<file path="config.mk">
export PLATFORM = sky130hd
export DESIGN_NAME = uart_top
export DESIGN_NICKNAME = d
export VERILOG_FILES = /design/src/rtl/uart_pkg.sv /design/src/rtl/uart_rx.sv /design/src/rtl/uart_tx.sv /design/src/rtl/uart_top.sv
export SDC_FILE = /design/constraint.sdc
export NUM_CORES = 1
export LEC_CHECK = 0
export CAP_MARGIN = 20
export CORE_ASPECT_RATIO = 1.75
export CORE_UTILIZATION = 51
export CTS_CLUSTER_SIZE = 16
export DETAILED_ROUTE_END_ITERATION = 10
export GPL_TIMING_DRIVEN = 0
export PLACE_DENSITY = 0.77
export REMOVE_ABC_BUFFERS = 1
export SLEW_MARGIN = 20
export SYNTH_ARGS = -nofsm -noshare
export SYNTH_HDL_FRONTEND = slang
export SYNTH_SLANG_ARGS = --single-unit
</file>
<file path="constraint.sdc">
create_clock -name clk -period 2.43 [get_ports clk]
set_input_delay 0.6075 -clock clk [delete_from_list [all_inputs] [get_ports clk]]
set_output_delay 0.6075 -clock clk [all_outputs]
set_load 0.02 [all_outputs]
</file>
<file path="src/rtl/uart_pkg.sv">
// Shared definitions for the 8N1 UART: FSM state encoding and default clocking.
package uart_pkg;

    localparam int DEFAULT_CLK_FREQ = 50_000_000;
    localparam int DEFAULT_BAUD     = 115_200;

    typedef enum logic [2:0] {
        IDLE,
        START,
        DATA,
        STOP,
        CLEANUP
    } uart_state_t;

endpackage

</file>
<file path="src/rtl/uart_rx.sv">
// 8N1 serial receiver: mid-bit sampling after a 2-FF synchronizer, framing check on stop bit.
module uart_rx
    import uart_pkg::*;
#(
    parameter int CLKS_PER_BIT = DEFAULT_CLK_FREQ / DEFAULT_BAUD
) (
    input  logic        clk,
    input  logic        reset,
    input  logic        rx_line,
    output logic [7:0]  rx_data,
    output logic        rx_done,
    output uart_state_t state,
    output logic [2:0]  bit_index
);

    localparam int HALF  = CLKS_PER_BIT / 2;
    localparam int CNT_W = $clog2(CLKS_PER_BIT + HALF);
    localparam logic [CNT_W-1:0] HALF_LAST = CNT_W'(HALF - 1);
    localparam logic [CNT_W-1:0] BIT_LAST  = CNT_W'(CLKS_PER_BIT - 1);
    localparam logic [CNT_W-1:0] STOP_LAST = CNT_W'(CLKS_PER_BIT + HALF - 1);
    localparam logic [CNT_W-1:0] CNT_ONE   = CNT_W'(1);

    uart_state_t      state_next;
    logic [CNT_W-1:0] count, count_next;
    logic [2:0]       bit_index_next;
    logic             rx_sync_p0, rx_sync_p1;
    logic [7:0]       shift;
    logic             stop_bit;
    logic             sample_en, stop_en, done_next;

    always_ff @(posedge clk) begin
        if (reset) begin
            state      <= IDLE;
            count      <= '0;
            bit_index  <= '0;
            rx_sync_p0 <= 1'b1;
            rx_sync_p1 <= 1'b1;
            rx_data    <= 8'h00;
            rx_done    <= 1'b0;
        end else begin
            state      <= state_next;
            count      <= count_next;
            bit_index  <= bit_index_next;
            rx_sync_p0 <= rx_line;
            rx_sync_p1 <= rx_sync_p0;
            rx_done    <= done_next;
            if (done_next)
                rx_data <= shift;
        end
    end

    always_ff @(posedge clk) begin
        if (sample_en)
            shift[bit_index] <= rx_sync_p1;
        if (stop_en)
            stop_bit <= rx_sync_p1;
    end

    always_comb begin
        state_next     = state;
        count_next     = count;
        bit_index_next = bit_index;
        sample_en      = 1'b0;
        stop_en        = 1'b0;
        done_next      = 1'b0;
        case (state)
            IDLE: begin
                count_next     = '0;
                bit_index_next = '0;
                if (!rx_sync_p1)
                    state_next = START;
            end
            START: begin
                if (count == HALF_LAST) begin
                    count_next = '0;
                    state_next = rx_sync_p1 ? IDLE : DATA;
                end else begin
                    count_next = count + CNT_ONE;
                end
            end
            DATA: begin
                if (count == BIT_LAST) begin
                    count_next = '0;
                    sample_en  = 1'b1;
                    if (bit_index == 3'd7)
                        state_next = STOP;
                    else
                        bit_index_next = bit_index + 3'd1;
                end else begin
                    count_next = count + CNT_ONE;
                end
            end
            STOP: begin
                // Sample at mid stop bit, but only report once the stop bit has ended.
                if (count == BIT_LAST)
                    stop_en = 1'b1;
                if (count == STOP_LAST) begin
                    count_next = '0;
                    done_next  = stop_bit;
                    state_next = CLEANUP;
                end else begin
                    count_next = count + CNT_ONE;
                end
            end
            CLEANUP: state_next = IDLE;
            default: state_next = IDLE;
        endcase
    end

endmodule

</file>
<file path="src/rtl/uart_tx.sv">
// 8N1 serial transmitter: latches a byte on request and shifts it out LSB first.
module uart_tx
    import uart_pkg::*;
#(
    parameter int CLKS_PER_BIT = DEFAULT_CLK_FREQ / DEFAULT_BAUD
) (
    input  logic       clk,
    input  logic       reset,
    input  logic       tx_start,
    input  logic [7:0] tx_data,
    output logic       tx_done,
    output logic       tx_line
);

    localparam int CNT_W = $clog2(CLKS_PER_BIT);
    localparam logic [CNT_W-1:0] BIT_LAST = CNT_W'(CLKS_PER_BIT - 1);
    localparam logic [CNT_W-1:0] CNT_ONE  = CNT_W'(1);

    uart_state_t      state, state_next;
    logic [CNT_W-1:0] count, count_next;
    logic [2:0]       bit_index, bit_index_next;
    logic [7:0]       data_reg;
    logic             line_next;

    always_ff @(posedge clk) begin
        if (reset) begin
            state     <= IDLE;
            count     <= '0;
            bit_index <= '0;
            tx_line   <= 1'b1;
            tx_done   <= 1'b0;
        end else begin
            state     <= state_next;
            count     <= count_next;
            bit_index <= bit_index_next;
            tx_line   <= line_next;
            tx_done   <= (state_next == CLEANUP);
        end
    end

    always_ff @(posedge clk) begin
        if (state == IDLE && tx_start)
            data_reg <= tx_data;
    end

    always_comb begin
        state_next     = state;
        count_next     = count;
        bit_index_next = bit_index;
        case (state)
            IDLE: begin
                count_next     = '0;
                bit_index_next = '0;
                if (tx_start)
                    state_next = START;
            end
            START: begin
                if (count == BIT_LAST) begin
                    count_next = '0;
                    state_next = DATA;
                end else begin
                    count_next = count + CNT_ONE;
                end
            end
            DATA: begin
                if (count == BIT_LAST) begin
                    count_next = '0;
                    if (bit_index == 3'd7)
                        state_next = STOP;
                    else
                        bit_index_next = bit_index + 3'd1;
                end else begin
                    count_next = count + CNT_ONE;
                end
            end
            STOP: begin
                if (count == BIT_LAST) begin
                    count_next = '0;
                    state_next = CLEANUP;
                end else begin
                    count_next = count + CNT_ONE;
                end
            end
            CLEANUP: state_next = IDLE;
            default: state_next = IDLE;
        endcase

        // The line is registered from the next state so the pin never glitches.
        case (state_next)
            START:   line_next = 1'b0;
            DATA:    line_next = data_reg[bit_index_next];
            default: line_next = 1'b1;
        endcase
    end

endmodule

</file>
<file path="src/rtl/uart_top.sv">
// Full-duplex 8N1 UART: independent transmitter and receiver on one clock.
module uart_top
    import uart_pkg::*;
#(
    parameter int CLK_FREQ = DEFAULT_CLK_FREQ,
    parameter int BAUD     = DEFAULT_BAUD
) (
    input  logic       clk,
    input  logic       reset,
    input  logic       tx_start,
    input  logic [7:0] tx_data,
    output logic       tx_done,
    output logic       tx_line,
    input  logic       rx_line,
    output logic [7:0] rx_data,
    output logic       rx_done
);

    localparam int CLKS_PER_BIT = CLK_FREQ / BAUD;

    uart_state_t rx_state;
    logic [2:0]  rx_bit_index;

    uart_tx #(.CLKS_PER_BIT(CLKS_PER_BIT)) tx_inst (
        .clk      (clk),
        .reset    (reset),
        .tx_start (tx_start),
        .tx_data  (tx_data),
        .tx_done  (tx_done),
        .tx_line  (tx_line)
    );

    uart_rx #(.CLKS_PER_BIT(CLKS_PER_BIT)) rx_inst (
        .clk       (clk),
        .reset     (reset),
        .rx_line   (rx_line),
        .rx_data   (rx_data),
        .rx_done   (rx_done),
        .state     (rx_state),
        .bit_index (rx_bit_index)
    );

endmodule

</file>
=== Word level (Yosys, flattened, before mapping) ===
Cells that the tools add are included.

* Bits in registers: 61
* Bits of input ports: 12
* Output and inout port bits: 11
* Word-level logic and storage cells: 89

* Add/sub/neg operators: 4
* Order comparisons: 3
* Equality and inequality tests: 21
* Mux-type cells: 36
* Reduce and logical (&&, ||, !) cells: 10

{| class="wikitable"
|+ Operators by type and width
! kind !! count
|-
| two-way mux 3 bit || 14
|-
| one-hot mux 10 bit (4 select lines) || 1
|-
| two-way mux 10 bit || 3
|-
| one-hot mux 3 bit (4 select lines) || 2
|-
| one-hot mux 9 bit (2 select lines) || 1
|-
| == test 3 x 2 -> 1 bit, second input constant || 5
|-
| one-hot mux 3 bit (2 select lines) || 2
|-
| adder 10 x 1 -> 10 bit, second input constant || 1
|-
| == test 10 bit, second input constant || 1
|-
| == test 10 x 8 -> 1 bit, second input constant || 1
|-
| == test 10 x 9 -> 1 bit, second input constant || 1
|-
| adder 9 x 1 -> 9 bit, second input constant || 1
|-
| == test 3 x 1 -> 1 bit, second input constant || 3
|-
| == test 3 bit, second input constant || 3
|-
| == test 9 bit, second input constant || 1
|-
| two-way mux 9 bit || 1
|-
| bitwise mux 8 bit || 1
|-
| < comparator 3 x 4 -> 1 bit, second input constant || 2
|-
| inequality test 2 x 1 -> 1 bit, second input constant || 4
|-
| two-way mux 1 bit || 7
|-
| adder 3 x 1 -> 3 bit, second input constant || 2
|-
| logical NOT 3 bit || 2
|-
| AND reduction 5 bit || 1
|-
| inequality test 2 bit, second input constant || 2
|-
| other kinds (10) || 12
|}

=== Depth between registers and ports, before layout ===
* Depth after elaboration: 7
* Gate-level depth with buffers: 10
* Depth with buffers taken out: 8

=== By module ===
A second synthesis with hierarchy kept.

* Cell total of the unflattened synthesis: 289
* Area, all modules: 2927.8 um2

{| class="wikitable"
|+ Modules (own cells, without submodules)
! module !! times used !! cells each !! area an instance (um2) !! sequential area each (um2)
|-
| uart_rx || 1 || 162 || 1639.1 || 810.8
|-
| uart_tx || 1 || 127 || 1288.7 || 580.6
|}

=== Worst setup path after synthesis ===
Ideal clock, no wire load.

* Path type: reg2reg
* From: register tx_inst.count[1]
* To: register tx_inst.count[5]
* Library setup time: 0.071 ns
* Arrival: 2.075 ns
* Required time: 2.359 ns
* Path slack: 0.284 ns
* Stages on the path, launching flop included: 10
* Path buffers: 2
* Clock period less this slack: 2.146 ns
* Cells stage by stage: dfxtp_1 > inv_1 > ha_1 > and4_1 > and2_2 > or3_1 > buf_2 > buf_6 > or3b_2 > a21oi_1

* Word-level cells in the longest chain between the ends: 3
* Elaborated cells between the ends (all ways): 4
* Classes of those cells: add/sub (1); eq/ne (1); mux (2)

{| class="wikitable"
|+ RTL lines
! element !! RTL line !! source
|-
| from (decl) || uart_tx.sv:20 || <nowiki>logic [CNT_W-1:0] count, count_next;</nowiki>
|-
| from (signal assigned) || uart_tx.sv:34 || <nowiki>count <= count_next;</nowiki>
|-
| adder 9 x 1 -> 9 bit / == test 9 bit (equally long branches) || -- ||
|-
| two-way mux 9 bit * || uart_tx.sv:58, uart_tx.sv:66, uart_tx.sv:77 ||
|-
| one-hot mux 9 bit (2 select lines) * || uart_tx.sv:50 || <nowiki>case (state)</nowiki>
|}

Mark *: on every way between the ends. The rest lies on a longest branch, timed or not.
A chain may end at the register's enable or synchronous reset.

=== Final worst setup path ===
* From: register tx_inst.count[1]
* To: register tx_inst.tx_line

* Word-level cells in the longest chain between the ends: 6
* Elaborated cells between the ends (all ways): 12
* Classes of those cells: eq/ne (3); mux (9)

{| class="wikitable"
|+ RTL lines
! element !! RTL line !! source
|-
| == test 9 bit * || uart_tx.sv:58, uart_tx.sv:66, uart_tx.sv:77 ||
|-
| two-way mux 3 bit || uart_tx.sv:66 || <nowiki>if (count == BIT_LAST) begin</nowiki>
|-
| one-hot mux 3 bit (2 select lines) || uart_tx.sv:50 ||
|-
| binary-select mux 1 bit (select 3 bit) || uart_tx.sv:91 || <nowiki>DATA: line_next = data_reg[bit_index_next];</nowiki>
|-
| two-way mux 1 bit (implied by the code) || uart_tx.sv:91 ||
|-
| one-hot mux 1 bit (2 select lines) * || uart_tx.sv:89 || <nowiki>case (state_next)</nowiki>
|-
| to (signal assigned) || uart_tx.sv:36 || <nowiki>tx_line <= line_next;</nowiki>
|-
| to (decl) || uart_tx.sv:12 || <nowiki>output logic tx_line</nowiki>
|}

Mark *: on every way between the ends. The rest lies on a longest branch, timed or not. The select of a mux whose other input is x is not followed.

==> reports/metrics.cfg <==
[status]
outcome=finished clean

[clocking]
clk_pin_slew_ns=0.07
cts_buffers=9
post_cts_buffers=0
clk_latency_ns=0.34
clock-sinks=61
cts_tree=built
cts-root-buf=clkbuf_8
htree_levels=3
clockBufferDepth=2

[timing]
fin_crit_ns=2.209
maxSlewViolCount=0
fin_ws_ns=0.2210
rsz0062_at_grt=false
hold_viol=0
fmax_mhz=452.7
final.period_utilization=0.9091
finalSetupViolations=0
relSlewSlack=0.5535
worst_pin_slew_ns=0.6604
final.setup_skew_ns=0.006057

[yosys]
synth_area_per_cell_um2=9.591
synth.most_common_cell=nor2_1
synthTopCellsByCount=50 x nor2_1, 44 x dfxtp_1, 18 x nand2_1, 17 x edfxtp_1, 13 x o21ai_0
ys_ff_latch=61
synth_area_um2=2897
ys_types=54
async_flop_share=0
ys_seq_area_frac=0.4803
yosys-top-cells-area=dfxtp_1 30%, edfxtp_1 18%, nor2_1 6.5%
synth_top_area_frac=0.3041
synth_cells=302
synth_top_cell_by_area=dfxtp_1
ys_warn_count=0
ys.flop_type=dfxtp_1
synth_enable_flop_cells=17

[finish]
largest_reg_flops=10
drive_gt1_frac=0.1162
regMostFlops=rx_inst.count
utilization=0.6032
instances_no_fill=403
syn2layout_area_growth_pct=15.38
fillers=479
nNetsFinal=343
largestRegisters=rx_inst.count x10, tx_inst.count x9
num_antenna_cells=0

[routing]
dr_total_vias=2233
drcViolationCount=0
via_per_inst=5.541
dr.first_iter.drc_count=67
firstDrtPassIters=4
drt-total-wl_mm=5.384
wire_per_inst_um=13.36
drtAntennaViolNets=0

[worst_hold_path]
hold_depth=1
hold_class=flop to flop

[power_and_ir_drop]
powerDensity_nw_per_um2=600.8
total_power_mw=2.008
max-vdd-ir-drop_mv=0.4026
leakage_nw=1.240

[global_routing]
grt_pass1_vias=2068
grt_first_pass_wirelength_mm=8.935
grt_max_degree=44
antenna_found_initial=0
globalRouteOverflowTotal=0
grt_usage=0.1988

[floorplan]
die_x_um=58.97
io-pin-count=23
design.die.area_um2=5997
rows=36
core_area_um2=5540
fp.dieH_um=101.7
start_util=0.5228

[run]
cap_violations=0

[critical_path]
critPathKind=flop to flop
cp-end-kind=flop
cp_max_fo=5
cp-start-kind=flop
worstPathArrival_ns=2.49
critPathRequiredTime_ns=2.71
r2r.worst_path.cells=8

[placement]
io_buffer_count=22
placed_cells=387
hpwl_mm=3.824
place.gp.congestion=0.8647
place_ws_ns=0.08010

## layer usage
| metal | wire [um] | up-vias | global-route usage |
|---|---|---|---|
| met4 | 140 | 0 | 0.1007 |
| met3 | 135 | 12 | 0.05364 |
| met2 | 2973 | 30 | 0.3654 |
| li1 | - | 1124 | - |
| met1 | 2135 | 1067 | 0.1981 |
| met5 | 0 | - | 0 |
## power breakdown
| part | switching, mW | total [mW] | leakage (nW) | internal, mW |
|---|---|---|---|---|
| Combinational | 0.0533 | 0.105 | 0.647 | 0.0514 |
| Clock | 0.387 | 0.813 | 0.0819 | 0.426 |
| Sequential | 0.0232 | 1.09 | 0.511 | 1.07 |
| Total | 0.463 | 2.01 | 1.24 | 1.54 |
## critical path, stage by stage (launching register included)
cell and delay [ns]:
dfxtp_1 0.38, inv_1 0.06, ha_1 0.17, and4_1 0.25, and3_2 0.23, a211oi_1 0.47, and2b_1 0.24, a22oi_1 0.19
a31o_1 0.16
## what timing repair did
action	in CTS	in global routing
hold buffers	0	0
resized for setup	0	4
endpoints found under the setup margin	0	15
## per-stage QoR
stage               hold slack (ns)  area, um^2  TNS [ns]
global route                 0.4280        3342         0
global placement             0.3926        3137    -7.129
detailed placement           0.3969        3152         0
floorplan                    0.3895        2821         0
finish                       0.4174        3342         0
CTS                          0.4134        3333         0
## final cells by class
cell class | count | area [um^2] | share of cell area
multi-input combinational | 222 | 1420 | 0.4249
clock buffer | 13 | 158.9 | 0.04755
clock inverter | 3 | 22.52 | 0.006739
timing repair buffer | 23 | 235.2 | 0.07039
inverter | 5 | 18.77 | 0.005616
sequential | 61 | 1391 | 0.4163
tap | 76 | 95.09 | 0.02845
## path summary, 6_finish.rpt
kind,slack [ns],startpoint,to
hold reg to reg,0.42,rx_inst.rx_sync_p0,rx_inst.rx_sync_p1
hold / removal,0.42,rx_inst.rx_sync_p0,rx_inst.rx_sync_p1
setup reg to reg,0.22,tx_inst.count[1],tx_inst.tx_line
setup / recovery,0.22,tx_inst.count[1],tx_inst.tx_line
## cell usage in the layout (no fill, tap or decap), drive strengths merged, types with 6 or more instances in the layout
cell type / instances
and3: 7
edfxtp: 17
a21oi: 12
ha: 9
dfxtp: 44
nand2b: 6
o21ai: 13
nor2: 50
clkbuf: 13
mux2i: 12
nand2: 18
nor3: 7
clkdlybuf4s50: 21
nand3: 8
## logic make-up (layout without fill, tap and decap cells)
| logic type | Yosys count | count (layout) | synth area share |
|---|---|---|---|
| DFF | 61 | 61 | 0.4803 |
| muxes | 14 | 14 | 0.05054 |
| buffers and inverters | 19 | 44 | 0.03240 |
| and+or+nand+nor | 141 | 141 | 0.2618 |
| xor gates and xnor gates | 4 | 4 | 0.01210 |
| adders and majority gates | 9 | 9 | 0.03888 |
| AOI/OAI and AO/OA | 54 | 54 | 0.1240 |
No activity file was read; power rests on OpenSTA's default activity.
